==> src/rtl/pauli_frame_pkg.sv <==
// Shared types and constants for the Pauli frame updater.
// Exports:
//   pauli_t      2-bit {Z,X} Pauli value
//   PAULI_*      the four single-qubit Paulis
//   corr_t       buffered correction {addr, pauli}
//   pfu_state_e  updater FSM states
package pauli_frame_pkg;

  localparam int unsigned PFU_NUM_QUBITS = 49;
  localparam int unsigned PFU_ADDR_W     = $clog2(PFU_NUM_QUBITS);

  typedef logic [1:0] pauli_t;

  localparam pauli_t PAULI_I = 2'b00;
  localparam pauli_t PAULI_X = 2'b01;
  localparam pauli_t PAULI_Z = 2'b10;
  localparam pauli_t PAULI_Y = 2'b11;

  // The address field is sized by PFU_ADDR_W; the updater's ADDR_W must match it.
  typedef struct packed {
    logic [PFU_ADDR_W-1:0] addr;
    pauli_t                pauli;
  } corr_t;

  typedef enum logic [1:0] {
    StIdle,
    StDrain,
    StDump
  } pfu_state_e;

endpackage

==> src/rtl/pauli_frame_updater_if.sv <==
// Correction ingress stream (valid/ready) between the decoder and the updater.
// Signals:
//   corr_valid  correction offered (master -> slave)
//   corr_ready  correction accepted when high with corr_valid (slave -> master)
//   corr_addr   target qubit
//   corr_pauli  {Z,X} correction
interface pauli_frame_updater_if
  import pauli_frame_pkg::*;
#(
  parameter int unsigned ADDR_W = PFU_ADDR_W
) ();

  logic              corr_valid;
  logic              corr_ready;
  logic [ADDR_W-1:0] corr_addr;
  pauli_t            corr_pauli;

  modport master (
    output corr_valid,
    output corr_addr,
    output corr_pauli,
    input  corr_ready
  );

  modport slave (
    input  corr_valid,
    input  corr_addr,
    input  corr_pauli,
    output corr_ready
  );

endinterface

==> src/rtl/corr_fifo.sv <==
// Synchronous FIFO of corr_t entries. Pointers carry one extra MSB so that
// full and empty are distinguished without a separate occupancy counter.
// Ports:
//   clk, rst          clock, synchronous active-high reset (flushes pointers)
//   push_i, wdata_i   enqueue request and data (ignored while full)
//   pop_i             dequeue request (ignored while empty)
//   rdata_o           current head entry
//   full_o, empty_o   status flags
module corr_fifo
  import pauli_frame_pkg::*;
#(
  parameter int unsigned Depth = 8
) (
  input  logic  clk,
  input  logic  rst,
  input  logic  push_i,
  input  corr_t wdata_i,
  input  logic  pop_i,
  output corr_t rdata_o,
  output logic  full_o,
  output logic  empty_o
);

  localparam int unsigned PtrW = $clog2(Depth);
  localparam logic [PtrW:0] PtrOne = {{PtrW{1'b0}}, 1'b1};

  logic [PtrW:0] wptr_q, wptr_d;
  logic [PtrW:0] rptr_q, rptr_d;
  corr_t         mem_q [Depth];
  corr_t         mem_d [Depth];

  assign empty_o = (wptr_q == rptr_q);
  assign full_o  = (wptr_q[PtrW] != rptr_q[PtrW]) &&
                   (wptr_q[PtrW-1:0] == rptr_q[PtrW-1:0]);
  assign rdata_o = mem_q[rptr_q[PtrW-1:0]];

  always_comb begin
    wptr_d = wptr_q;
    rptr_d = rptr_q;
    mem_d  = mem_q;
    if (push_i && !full_o) begin
      mem_d[wptr_q[PtrW-1:0]] = wdata_i;
      wptr_d                  = wptr_q + PtrOne;
    end
    if (pop_i && !empty_o) begin
      rptr_d = rptr_q + PtrOne;
    end
  end

  always_ff @(posedge clk) begin
    if (rst) begin
      wptr_q <= '0;
      rptr_q <= '0;
    end else begin
      wptr_q <= wptr_d;
      rptr_q <= rptr_d;
    end
  end

  // Storage needs no reset; the pointers define which entries are live.
  always_ff @(posedge clk) begin
    mem_q <= mem_d;
  end

endmodule

==> src/rtl/pauli_frame_updater.sv <==
// Read-modify-write front end for the LUTRAM Pauli frame tracker.
// Buffers decoder corrections and XORs one per cycle into the tracker frame;
// on dump_req it drains the buffer, then sweeps every frame entry out on the
// readout stream, optionally zeroing each entry as it is read.
// Optional feature macro: PFU_STATS_EN adds applied_cnt / dropped_cnt.
// Ports:
//   clk, rst                       clock, synchronous active-high reset
//   corr (slave modport)           correction stream {valid, ready, addr, pauli}
//   dump_req, dump_clear           start drain+readout; zero entries as dumped
//   dump_busy, dump_done           sweep in progress; pulse after the last beat
//   dump_valid/addr/pauli          registered readout beat
//   err_oob                        sticky out-of-range address seen
//   trk_wr_en/addr/pauli           tracker synchronous write port
//   trk_rd_addr, trk_rd_pauli      tracker asynchronous read port
//   applied_cnt, dropped_cnt       saturating statistics (PFU_STATS_EN only)
module pauli_frame_updater
  import pauli_frame_pkg::*;
#(
  parameter int unsigned NUM_QUBITS = PFU_NUM_QUBITS,
  parameter int unsigned ADDR_W     = $clog2(NUM_QUBITS),
  parameter int unsigned FIFO_DEPTH = 8,
  parameter int unsigned CNT_W      = 16
) (
  input  logic                clk,
  input  logic                rst,
  pauli_frame_updater_if.slave corr,
  input  logic                dump_req,
  input  logic                dump_clear,
  output logic                dump_busy,
  output logic                dump_valid,
  output logic [ADDR_W-1:0]   dump_addr,
  output pauli_t              dump_pauli,
  output logic                dump_done,
  output logic                err_oob,
  output logic                trk_wr_en,
  output logic [ADDR_W-1:0]   trk_wr_addr,
  output pauli_t              trk_wr_pauli,
  output logic [ADDR_W-1:0]   trk_rd_addr,
  input  pauli_t              trk_rd_pauli
`ifdef PFU_STATS_EN
  ,
  output logic [CNT_W-1:0]    applied_cnt,
  output logic [CNT_W-1:0]    dropped_cnt
`endif
);

  localparam logic [ADDR_W-1:0] LastAddr = ADDR_W'(NUM_QUBITS - 1);
  localparam logic [ADDR_W-1:0] AddrOne  = ADDR_W'(1);

  pfu_state_e        state_q, state_d;
  logic [ADDR_W-1:0] k_q, k_d;
  logic              clear_q, clear_d;
  logic              busy_q, busy_d;
  logic              dvalid_q, dvalid_d;
  logic [ADDR_W-1:0] daddr_q, daddr_d;
  pauli_t            dpauli_q, dpauli_d;
  logic              done_q, done_d;
  logic              oob_q, oob_d;

  logic  fifo_full, fifo_empty;
  corr_t fifo_head;
  logic  accept, in_range, push, drop, pop;

  // Ready depends only on registered state, never on this cycle's pop.
  assign corr.corr_ready = (state_q == StIdle) && !fifo_full;

  assign accept   = corr.corr_valid && corr.corr_ready;
  assign in_range = 32'(corr.corr_addr) < NUM_QUBITS;
  assign push     = accept && in_range && (corr.corr_pauli != PAULI_I);
  assign drop     = accept && !push;
  assign pop      = ((state_q == StIdle) || (state_q == StDrain)) && !fifo_empty;

  corr_fifo #(
    .Depth (FIFO_DEPTH)
  ) u_corr_fifo (
    .clk     (clk),
    .rst     (rst),
    .push_i  (push),
    .wdata_i ('{addr: corr.corr_addr, pauli: corr.corr_pauli}),
    .pop_i   (pop),
    .rdata_o (fifo_head),
    .full_o  (fifo_full),
    .empty_o (fifo_empty)
  );

  always_comb begin
    state_d      = state_q;
    k_d          = k_q;
    clear_d      = clear_q;
    busy_d       = busy_q;
    dvalid_d     = 1'b0;
    daddr_d      = '0;
    dpauli_d     = PAULI_I;
    done_d       = dvalid_q && (daddr_q == LastAddr);
    oob_d        = oob_q || (accept && !in_range);
    trk_wr_en    = 1'b0;
    trk_wr_addr  = '0;
    trk_wr_pauli = PAULI_I;
    trk_rd_addr  = '0;

    // Busy drops together with the done pulse; a new request re-raises it.
    if (done_d) begin
      busy_d = 1'b0;
    end

    unique case (state_q)
      StIdle: begin
        if (dump_req) begin
          state_d = StDrain;
          clear_d = dump_clear;
          busy_d  = 1'b1;
        end
      end
      StDrain: begin
        if (fifo_empty) begin
          state_d = StDump;
          k_d     = '0;
        end
      end
      StDump: begin
        trk_rd_addr = k_q;
        dvalid_d    = 1'b1;
        daddr_d     = k_q;
        dpauli_d    = trk_rd_pauli;
        if (clear_q) begin
          trk_wr_en    = 1'b1;
          trk_wr_addr  = k_q;
          trk_wr_pauli = PAULI_I;
        end
        if (k_q == LastAddr) begin
          state_d = StIdle;
          k_d     = '0;
        end else begin
          k_d = k_q + AddrOne;
        end
      end
      default: state_d = StIdle;
    endcase

    // Apply never overlaps the sweep: pop is only possible in Idle/Drain.
    if (pop) begin
      trk_rd_addr  = fifo_head.addr;
      trk_wr_en    = 1'b1;
      trk_wr_addr  = fifo_head.addr;
      trk_wr_pauli = trk_rd_pauli ^ fifo_head.pauli;
    end
  end

  always_ff @(posedge clk) begin
    if (rst) begin
      state_q  <= StIdle;
      k_q      <= '0;
      clear_q  <= 1'b0;
      busy_q   <= 1'b0;
      dvalid_q <= 1'b0;
      daddr_q  <= '0;
      dpauli_q <= PAULI_I;
      done_q   <= 1'b0;
      oob_q    <= 1'b0;
    end else begin
      state_q  <= state_d;
      k_q      <= k_d;
      clear_q  <= clear_d;
      busy_q   <= busy_d;
      dvalid_q <= dvalid_d;
      daddr_q  <= daddr_d;
      dpauli_q <= dpauli_d;
      done_q   <= done_d;
      oob_q    <= oob_d;
    end
  end

  assign dump_busy  = busy_q;
  assign dump_valid = dvalid_q;
  assign dump_addr  = daddr_q;
  assign dump_pauli = dpauli_q;
  assign dump_done  = done_q;
  assign err_oob    = oob_q;

`ifdef PFU_STATS_EN
  localparam logic [CNT_W-1:0] CntOne = CNT_W'(1);

  logic [CNT_W-1:0] applied_q, applied_d;
  logic [CNT_W-1:0] dropped_q, dropped_d;

  always_comb begin
    applied_d = applied_q;
    dropped_d = dropped_q;
    if (pop && (applied_q != '1)) begin
      applied_d = applied_q + CntOne;
    end
    if (drop && (dropped_q != '1)) begin
      dropped_d = dropped_q + CntOne;
    end
  end

  always_ff @(posedge clk) begin
    if (rst) begin
      applied_q <= '0;
      dropped_q <= '0;
    end else begin
      applied_q <= applied_d;
      dropped_q <= dropped_d;
    end
  end

  assign applied_cnt = applied_q;
  assign dropped_cnt = dropped_q;
`else
  // Counters are compiled out; keep the width parameter and drop strobe referenced.
  logic [CNT_W-1:0] unused_cnt_w;
  logic             unused_drop;
  assign unused_cnt_w = '0;
  assign unused_drop  = drop;
`endif

endmodule

==> src/flat_wrapper.sv <==
// flat-port wrapper written by rule: the top's interface ports become plain ports
module pauli_frame_updater_flat import pauli_frame_pkg::*;
#(
  parameter int unsigned NUM_QUBITS = PFU_NUM_QUBITS,
  parameter int unsigned ADDR_W     = $clog2(NUM_QUBITS),
  parameter int unsigned FIFO_DEPTH = 8,
  parameter int unsigned CNT_W      = 16
)
  (clk, rst, dump_req, dump_clear, dump_busy, dump_valid, dump_addr, dump_pauli, dump_done, err_oob, trk_wr_en, trk_wr_addr, trk_wr_pauli, trk_rd_addr, trk_rd_pauli, corr_corr_valid, corr_corr_addr, corr_corr_pauli, corr_corr_ready);
  pauli_frame_updater_if #(.ADDR_W(ADDR_W)) corr_i ();
  input  logic clk;
  input  logic rst;
  input  logic dump_req;
  input  logic dump_clear;
  output logic dump_busy;
  output logic dump_valid;
  output logic [ADDR_W-1:0] dump_addr;
  output pauli_t dump_pauli;
  output logic dump_done;
  output logic err_oob;
  output logic trk_wr_en;
  output logic [ADDR_W-1:0] trk_wr_addr;
  output pauli_t trk_wr_pauli;
  output logic [ADDR_W-1:0] trk_rd_addr;
  input  pauli_t trk_rd_pauli;
  input wire logic [$bits(corr_i.corr_valid)-1:0] corr_corr_valid;
  input wire logic [$bits(corr_i.corr_addr)-1:0] corr_corr_addr;
  input wire logic [$bits(corr_i.corr_pauli)-1:0] corr_corr_pauli;
  output wire logic [$bits(corr_i.corr_ready)-1:0] corr_corr_ready;
  assign corr_i.corr_valid = corr_corr_valid;
  assign corr_i.corr_addr = corr_corr_addr;
  assign corr_i.corr_pauli = corr_corr_pauli;
  assign corr_corr_ready = corr_i.corr_ready;
  pauli_frame_updater #(.NUM_QUBITS(NUM_QUBITS), .ADDR_W(ADDR_W), .FIFO_DEPTH(FIFO_DEPTH), .CNT_W(CNT_W)) u_core (.clk(clk), .rst(rst), .corr(corr_i), .dump_req(dump_req), .dump_clear(dump_clear), .dump_busy(dump_busy), .dump_valid(dump_valid), .dump_addr(dump_addr), .dump_pauli(dump_pauli), .dump_done(dump_done), .err_oob(err_oob), .trk_wr_en(trk_wr_en), .trk_wr_addr(trk_wr_addr), .trk_wr_pauli(trk_wr_pauli), .trk_rd_addr(trk_rd_addr), .trk_rd_pauli(trk_rd_pauli));
endmodule
==> config.mk <==
export PLATFORM = sky130hd
export DESIGN_NAME = pauli_frame_updater_flat
export DESIGN_NICKNAME = d
export VERILOG_FILES = /design/src/rtl/pauli_frame_pkg.sv /design/src/rtl/pauli_frame_updater_if.sv /design/src/rtl/corr_fifo.sv /design/src/rtl/pauli_frame_updater.sv /design/src/flat_wrapper.sv
export SDC_FILE = /design/constraint.sdc
export NUM_CORES = 1
export LEC_CHECK = 0
export CAP_MARGIN = 20
export CORE_ASPECT_RATIO = 1.5
export CORE_MARGIN = 5
export CORE_UTILIZATION = 50
export DETAILED_ROUTE_END_ITERATION = 10
export PLACE_DENSITY = 0.72
export REMOVE_ABC_BUFFERS = 1
export SLEW_MARGIN = 20
export SYNTH_ARGS = -nofsm -noshare
export SYNTH_HDL_FRONTEND = slang
export SYNTH_HIERARCHICAL = 1
export SYNTH_SLANG_ARGS = --single-unit
==> constraint.sdc <==
create_clock -name clk -period 7.6 [get_ports clk]
set_clock_uncertainty 0.15 [all_clocks]
set_input_delay 1.9 -clock clk [delete_from_list [all_inputs] [get_ports clk]]
set_output_delay 1.9 -clock clk [all_outputs]
set_load 0.02 [all_outputs]
==> results of run 1 <==
cell usage after synthesis (all sizes together), types with 2 or more instances:
master   n
o211ai   2
o41a     2
a22o     9
mux4    16
inv      5
a21oi    4
ha       4
nor2b    6
nand4    4
xnor2    7
or3      2
nor4b    3
nand3    4
nor3b    4
nand3b   2
or2      2
a41oi    3
a211o    2
mux2i    6
o21ai    9
nor4     4
nor2    11
dfxtp   29
clkbuf   7
xor2     4
nor3    12
mux2    13
nand2b   6
and2     8
buf     14
nand4b   3
nand2    9
edfxtp  64
power breakdown:
part	switching [W]	internal, W	total [W]
clock network	0.000177	0.000289	0.000467
registers	0.0000122	0.000552	0.000564
logic	0.0000829	0.0000755	0.000158
worst register-to-register path, cell delays in order (launching register included):
cell and delay [ns]:
dfxtp_1 0.94, xor2_1 0.41, nor4_4 0.16, nor3_1 0.35, and3_1 0.34, nand2_1 0.14, nor4_1 0.75, buf_4 0.30
final timing paths:
check,cells after the start,from,endpoint
setup / recovery,7,u_core/u_corr_fifo/rptr_q[1],trk_wr_addr[0]
hold / removal,2,u_core/dump_busy,u_core/dump_busy
setup reg to reg,7,u_core/u_corr_fifo/rptr_q[1],u_core/u_corr_fifo/mem_q[24]
hold reg to reg,2,u_core/dump_busy,u_core/dump_busy
per-layer routing:
layer | vias to the layer above | track usage | wire length (um)
li1 | 1196 | - | -
met1 | 1265 | 0.1845 | 3246
met2 | 66 | 0.3192 | 4600
met3 | 9 | 0.03315 | 409
met4 | 0 | 0.05347 | 89
met5 | - | 0 | 0
cell families after synthesis:
family,synth area share
muxes,0.1382
AOI/OAI and AO/OA,0.06263
DFF,0.6022
adders and majority gates,0.01205
and+or+nand+nor,0.1256
xor gates and xnor gates,0.02680
buffers and inverters,0.03252
placed cells by master, fill, tap and decap left out, types with 3 or more instances in the layout:
cell and n:
nor3b_1 3, nor2b_1 6, nor4_1 3, nand3_1 4, nor3_1 12, nand4b_1 3
mux2i_1 6, dfxtp_1 29, mux4_2 16, a21oi_1 4, mux2_1 3, clkbuf_16 9
o21ai_0 8, clkdlybuf4s50_1 42, inv_1 5, a22o_1 9, nand2b_1 6, nand2_1 9
xnor2_1 6, nand4_1 4, buf_4 8, a41oi_1 3, edfxtp_1 64, ha_1 4
and2_1 7, xor2_1 3, mux2_2 8, nor2_1 11
final cells by class:
| class | instances | area, sq um | share of cell area |
|---|---|---|---|
| clock buffers | 11 | 232.7 | 0.04659 |
| clock inverters | 5 | 83.83 | 0.01678 |
| inverters | 5 | 18.77 | 0.003758 |
| multi-input cells | 170 | 1545 | 0.3094 |
| flip-flops and latches | 93 | 2502 | 0.5010 |
| well taps | 105 | 131.4 | 0.02630 |
| repair buffers | 50 | 480.5 | 0.09619 |
registers in the layout, summed over array words and instances, names as in the netlist:
signal and flops:
u_core/u_corr_fifo/mem_q 64, u_core/dump_addr 6, u_core/k_q 6, u_core/u_corr_fifo/rptr_q 4
u_core/u_corr_fifo/wptr_q 4, u_core/dump_pauli 2, u_core/state_q 2, u_core/clear_q 1
u_core/dump_busy 1, u_core/dump_done 1, u_core/dump_valid 1, u_core/err_oob 1
per-stage QoR:
step | instances | total power (W) | hold WS [ns] | util | worst slack (ns)
after floorplan | 268 | 0.0006657 | 0.3243 | - | 3.055
after global placement | 423 | 0.0007316 | 0.3164 | 0.5795 | 2.331
after detailed placement | 423 | 0.0007346 | 0.3310 | 0.5795 | 2.250
after CTS | 439 | 0.001200 | 0.3397 | 0.6188 | 1.968
after global routing | 439 | 0.001233 | 0.3633 | 0.6199 | 1.746
final | 439 | 0.001189 | 0.3359 | 0.6199 | 2.020
==> results.json, run 1 <==
{
  "status": "finished, final reports clean",
  "first_pass_iters": 4,
  "critPathTopFamily": "simple AND/OR/NAND/NOR gates",
  "synth_cell_types": 54,
  "grt_pass1_wl_um": 13030,
  "viasPerCell": 5.777,
  "setup_viol": 0,
  "dp_hpwl_um": 5853,
  "ff2ff_setup_slack_ns": 3.76,
  "max_stage_delay_ns": 0.94,
  "start_kind": "register",
  "vias": 2536,
  "coreArea_sq_mm": 0.008058,
  "ant_nets": 0,
  "cts_buffers": 9,
  "period_share": 0.7342,
  "grt_antenna_before_repair": 0,
  "synth-seq-cells": 93,
  "min_period_ns": 5.580,
  "yosysTopAreaCell": "edfxtp_1",
  "ys.flop_type": "edfxtp_1",
  "synth_warnings": 6,
  "worstMarginPinSlew_ns": 0.9455,
  "tritoncts": "done",
  "start_util": 0.5157,
  "worstPathArrival_ns": 3.53,
  "stdcell_area_sq_mm": 0.004995,
  "die_width_um": 84.44,
  "synth-async-reset-ratio": 0,
  "drc": 0,
  "post_cts_buffers": 0,
  "cts.sinks": 93,
  "synth.avg_cell_area_sq_um": 14.38,
  "grt.total_usage": 0.1672,
  "drt_iter0_markers": 148,
  "grt_pass1_vias": 2518,
  "gp_congestion": 0.7708,
  "clockBufferDepth": 2,
  "hold_class": "register to register",
  "path_cells": "xnor2_1 -> nand3_1 -> nor2_1 -> nor2_1 -> nand2_1 -> o21ai_0 -> clkdlybuf4s50_1",
  "std_cell_rows": 40,
  "path_buf_inv": 1,
  "required_ns": 5.55,
  "leakagePower_nw": 1.665,
  "setup_tns_ns": 0,
  "n_antenna_cell": 0,
  "area_growth_pct": 20.20,
  "maxSlewViolCount": 0,
  "postCtsResizedCells": 0,
  "ir_worst_vdd_mv": 0.1715,
  "yosys.area.top_type_share": 0.4625,
  "die_h_um": 121.7,
  "portBuffers": 42,
  "wl_per_cell_um": 19.01,
  "synth_edf_count": 64,
  "worstSetupPathType": "register to output port",
  "clk_transition_reported_paths_ns": 0.06,
  "num-fill-cells": 618,
  "rsz0062_at_grt": "no",
  "ys_top_cells_by_area": "edfxtp_1, dfxtp_1, mux4_2",
  "report.final.hold_viol_count": 0,
  "final_nets": 348,
  "crit_slowest_cell": "dfxtp_1",
  "timing.fmax_mhz": 179.2,
  "clk_latency_ns": 0.33,
  "syn-instance-count": 289,
  "boundaryPins": 43,
  "grt_max_degree": 35,
  "hold_buffers": 0,
  "htree_levels": 3,
  "slew_headroom": 0.3638,
  "synth_seq_area_share": 0.6022,
  "netlist_area_sq_mm": 0.004155,
  "layout-drive-gt1-share": 0.1737,
  "p_per_area_mw_per_mm2": 238.1,
  "path_max_fanout": 21,
  "grt_overflow": 0,
  "die-area_sq_mm": 0.01027,
  "cap_violations": 0,
  "cts_root_buf": "clkbuf_16",
  "wirelength_um": 8345,
  "dpl_cell_area_sq_mm": 0.004669,
  "end_kind": "output port",
  "cp_common_cell": "nor2_1"
}
Note: power is estimated with default switching activity, not from simulation.
==> inputs of run 2 (changes only) <==
Clock period 7.6 ns to 5.6 ns, I/O delays scaled along.
==> results.json, run 2 (synthesis results as in run 1) <==
{
  "leakagePower_nw": 1.654,
  "start_util": 0.5157,
  "grt_overflow": 0,
  "grt_max_degree": 35,
  "layout-drive-gt1-share": 0.1751,
  "n_antenna_cell": 0,
  "total_power_w": 0.001522,
  "final_common_cell": "edfxtp_1",
  "boundaryPins": 43,
  "setup_tns_ns": 0,
  "swShare": 0.2425,
  "start_kind": "register",
  "hold_slack_ns": 0.3367,
  "period_share": 0.8561,
  "ant_nets": 0,
  "cap_violations": 0,
  "grt.total_usage": 0.1785,
  "multiInputGateArea_sq_mm": 0.001536,
  "final_nets": 351,
  "cts_buffers": 9,
  "clk_latency_ns": 0.34,
  "clk_transition_reported_paths_ns": 0.06,
  "path_max_fanout": 17,
  "required_ns": 4.05,
  "grt_pass1_wl_um": 13600,
  "largest-register": "u_core/u_corr_fifo/mem_q",
  "p_per_area_mw_per_mm2": 307.3,
  "wirelength_um": 8680,
  "seqPwrFrac": 0.504,
  "postCtsResizedCells": 0,
  "p_comb_frac": 0.144,
  "maxSlewViolCount": 0,
  "drt_iter0_markers": 117,
  "ir_worst_vdd_mv": 0.2668,
  "setup_viol": 0,
  "cts.sinks": 93,
  "report.final.hold_viol_count": 0,
  "status": "finished, final reports clean",
  "worstPathArrival_ns": 3.24,
  "grt_antenna_before_repair": 0,
  "tritoncts": "done",
  "pwr-share-clk": 0.352,
  "min_period_ns": 4.794,
  "area.sequential_sq_mm": 0.002502,
  "die_width_um": 84.44,
  "first_pass_iters": 4,
  "worstMarginPinSlew_ns": 0.8759,
  "grt_pass1_vias": 2511,
  "drc": 0,
  "portBuffers": 42,
  "wl_per_cell_um": 19.64,
  "gp_congestion": 0.8126,
  "rsz0062_at_grt": "no",
  "std_cell_rows": 40,
  "largest_reg_flops": 64,
  "die-area_sq_mm": 0.01027,
  "coreArea_sq_mm": 0.008058,
  "clockBufferDepth": 2,
  "area_growth_pct": 19.21,
  "slew_headroom": 0.4139,
  "htree_levels": 3,
  "final_cell_mix": "edfxtp_1, clkdlybuf4s50_1, dfxtp_1, mux4_2, nor3_1",
  "end_kind": "output port",
  "netSwitchingPower_w": 0.0003692,
  "hold_buffers": 0,
  "timing.fmax_mhz": 208.6,
  "viasPerCell": 5.776,
  "num-fill-cells": 635,
  "worstSetupPathType": "register to output port",
  "cts_root_buf": "clkbuf_16",
  "die_h_um": 121.7,
  "vias": 2553,
  "hold_class": "register to register",
  "post_cts_buffers": 0,
  "dp_hpwl_um": 6207,
  "power.internal_w": 0.001153
}
## run 2: cell count changes in the layout (fill, tap and decap cells not counted), sizes merged
cell    previous run  this run
clkbuf            11        12
inv                6         5
clkinv             0         2
buf                8        11
bufinv             2         0
## run 2: through the flow
step                      std cells  worst slack (ns)    util  area (sq um)
after floorplan                 268             1.555       -          4039
after global placement          426             1.044  0.5823          4692
after detailed placement        426             1.052  0.5823          4692
after CTS                       442            0.7128  0.6148          4954
after global routing            442            0.5590  0.6148          4954
final                           442            0.8059  0.6148          4954
## run 2: power by group through the flow
stage	Clock, W	Combinational [W]	Sequential (W)
after CTS	0.000549	0.000222	0.000767
final	0.000536	0.000219	0.000767
after global routing	0.000581	0.000235	0.000769
after detailed placement	0	0.000221	0.000782
after floorplan	0	0.000119	0.000784
after global placement	0	0.000218	0.000781
## run 2: per-layer routing
metal  vias to the layer above  global-route usage  part of all wire
li1                       1205                   -                 -
met1                      1285              0.1961              0.40
met2                        52              0.3345              0.55
met3                        11             0.04127             0.033
met4                         0             0.06238             0.018
met5                         -                   0                 0
## run 2: path summary, 6_finish.rpt
check / startpoint / endpoint / slack, ns / cells after the start
max: u_core/u_corr_fifo/rptr_q[0] / trk_wr_pauli[1] / 0.81 / 6
min: u_core/dump_busy / u_core/dump_busy / 0.34 / 2
max reg2reg: u_core/u_corr_fifo/rptr_q[0] / u_core/u_corr_fifo/mem_q[7] / 2.02 / 7
min reg2reg: u_core/dump_busy / u_core/dump_busy / 0.34 / 2
## run 2: area by class of cell
class | count | area share
multi-input combinational | 170 | 0.3102
clock inverter | 4 | 0.005052
timing repair buffer | 53 | 0.1015
inverter | 5 | 0.003789
tap | 105 | 0.02652
clock buffer | 12 | 0.04774
sequential | 93 | 0.5052
## run 2: worst max-delay path, cell delays in order, from the launching register on
cell,delay (ns)
dfxtp_1,0.57
buf_4,0.40
mux4_2,0.56
mux2_2,0.30
xnor2_1,0.13
nor3_1,0.25
clkdlybuf4s50_1,0.67
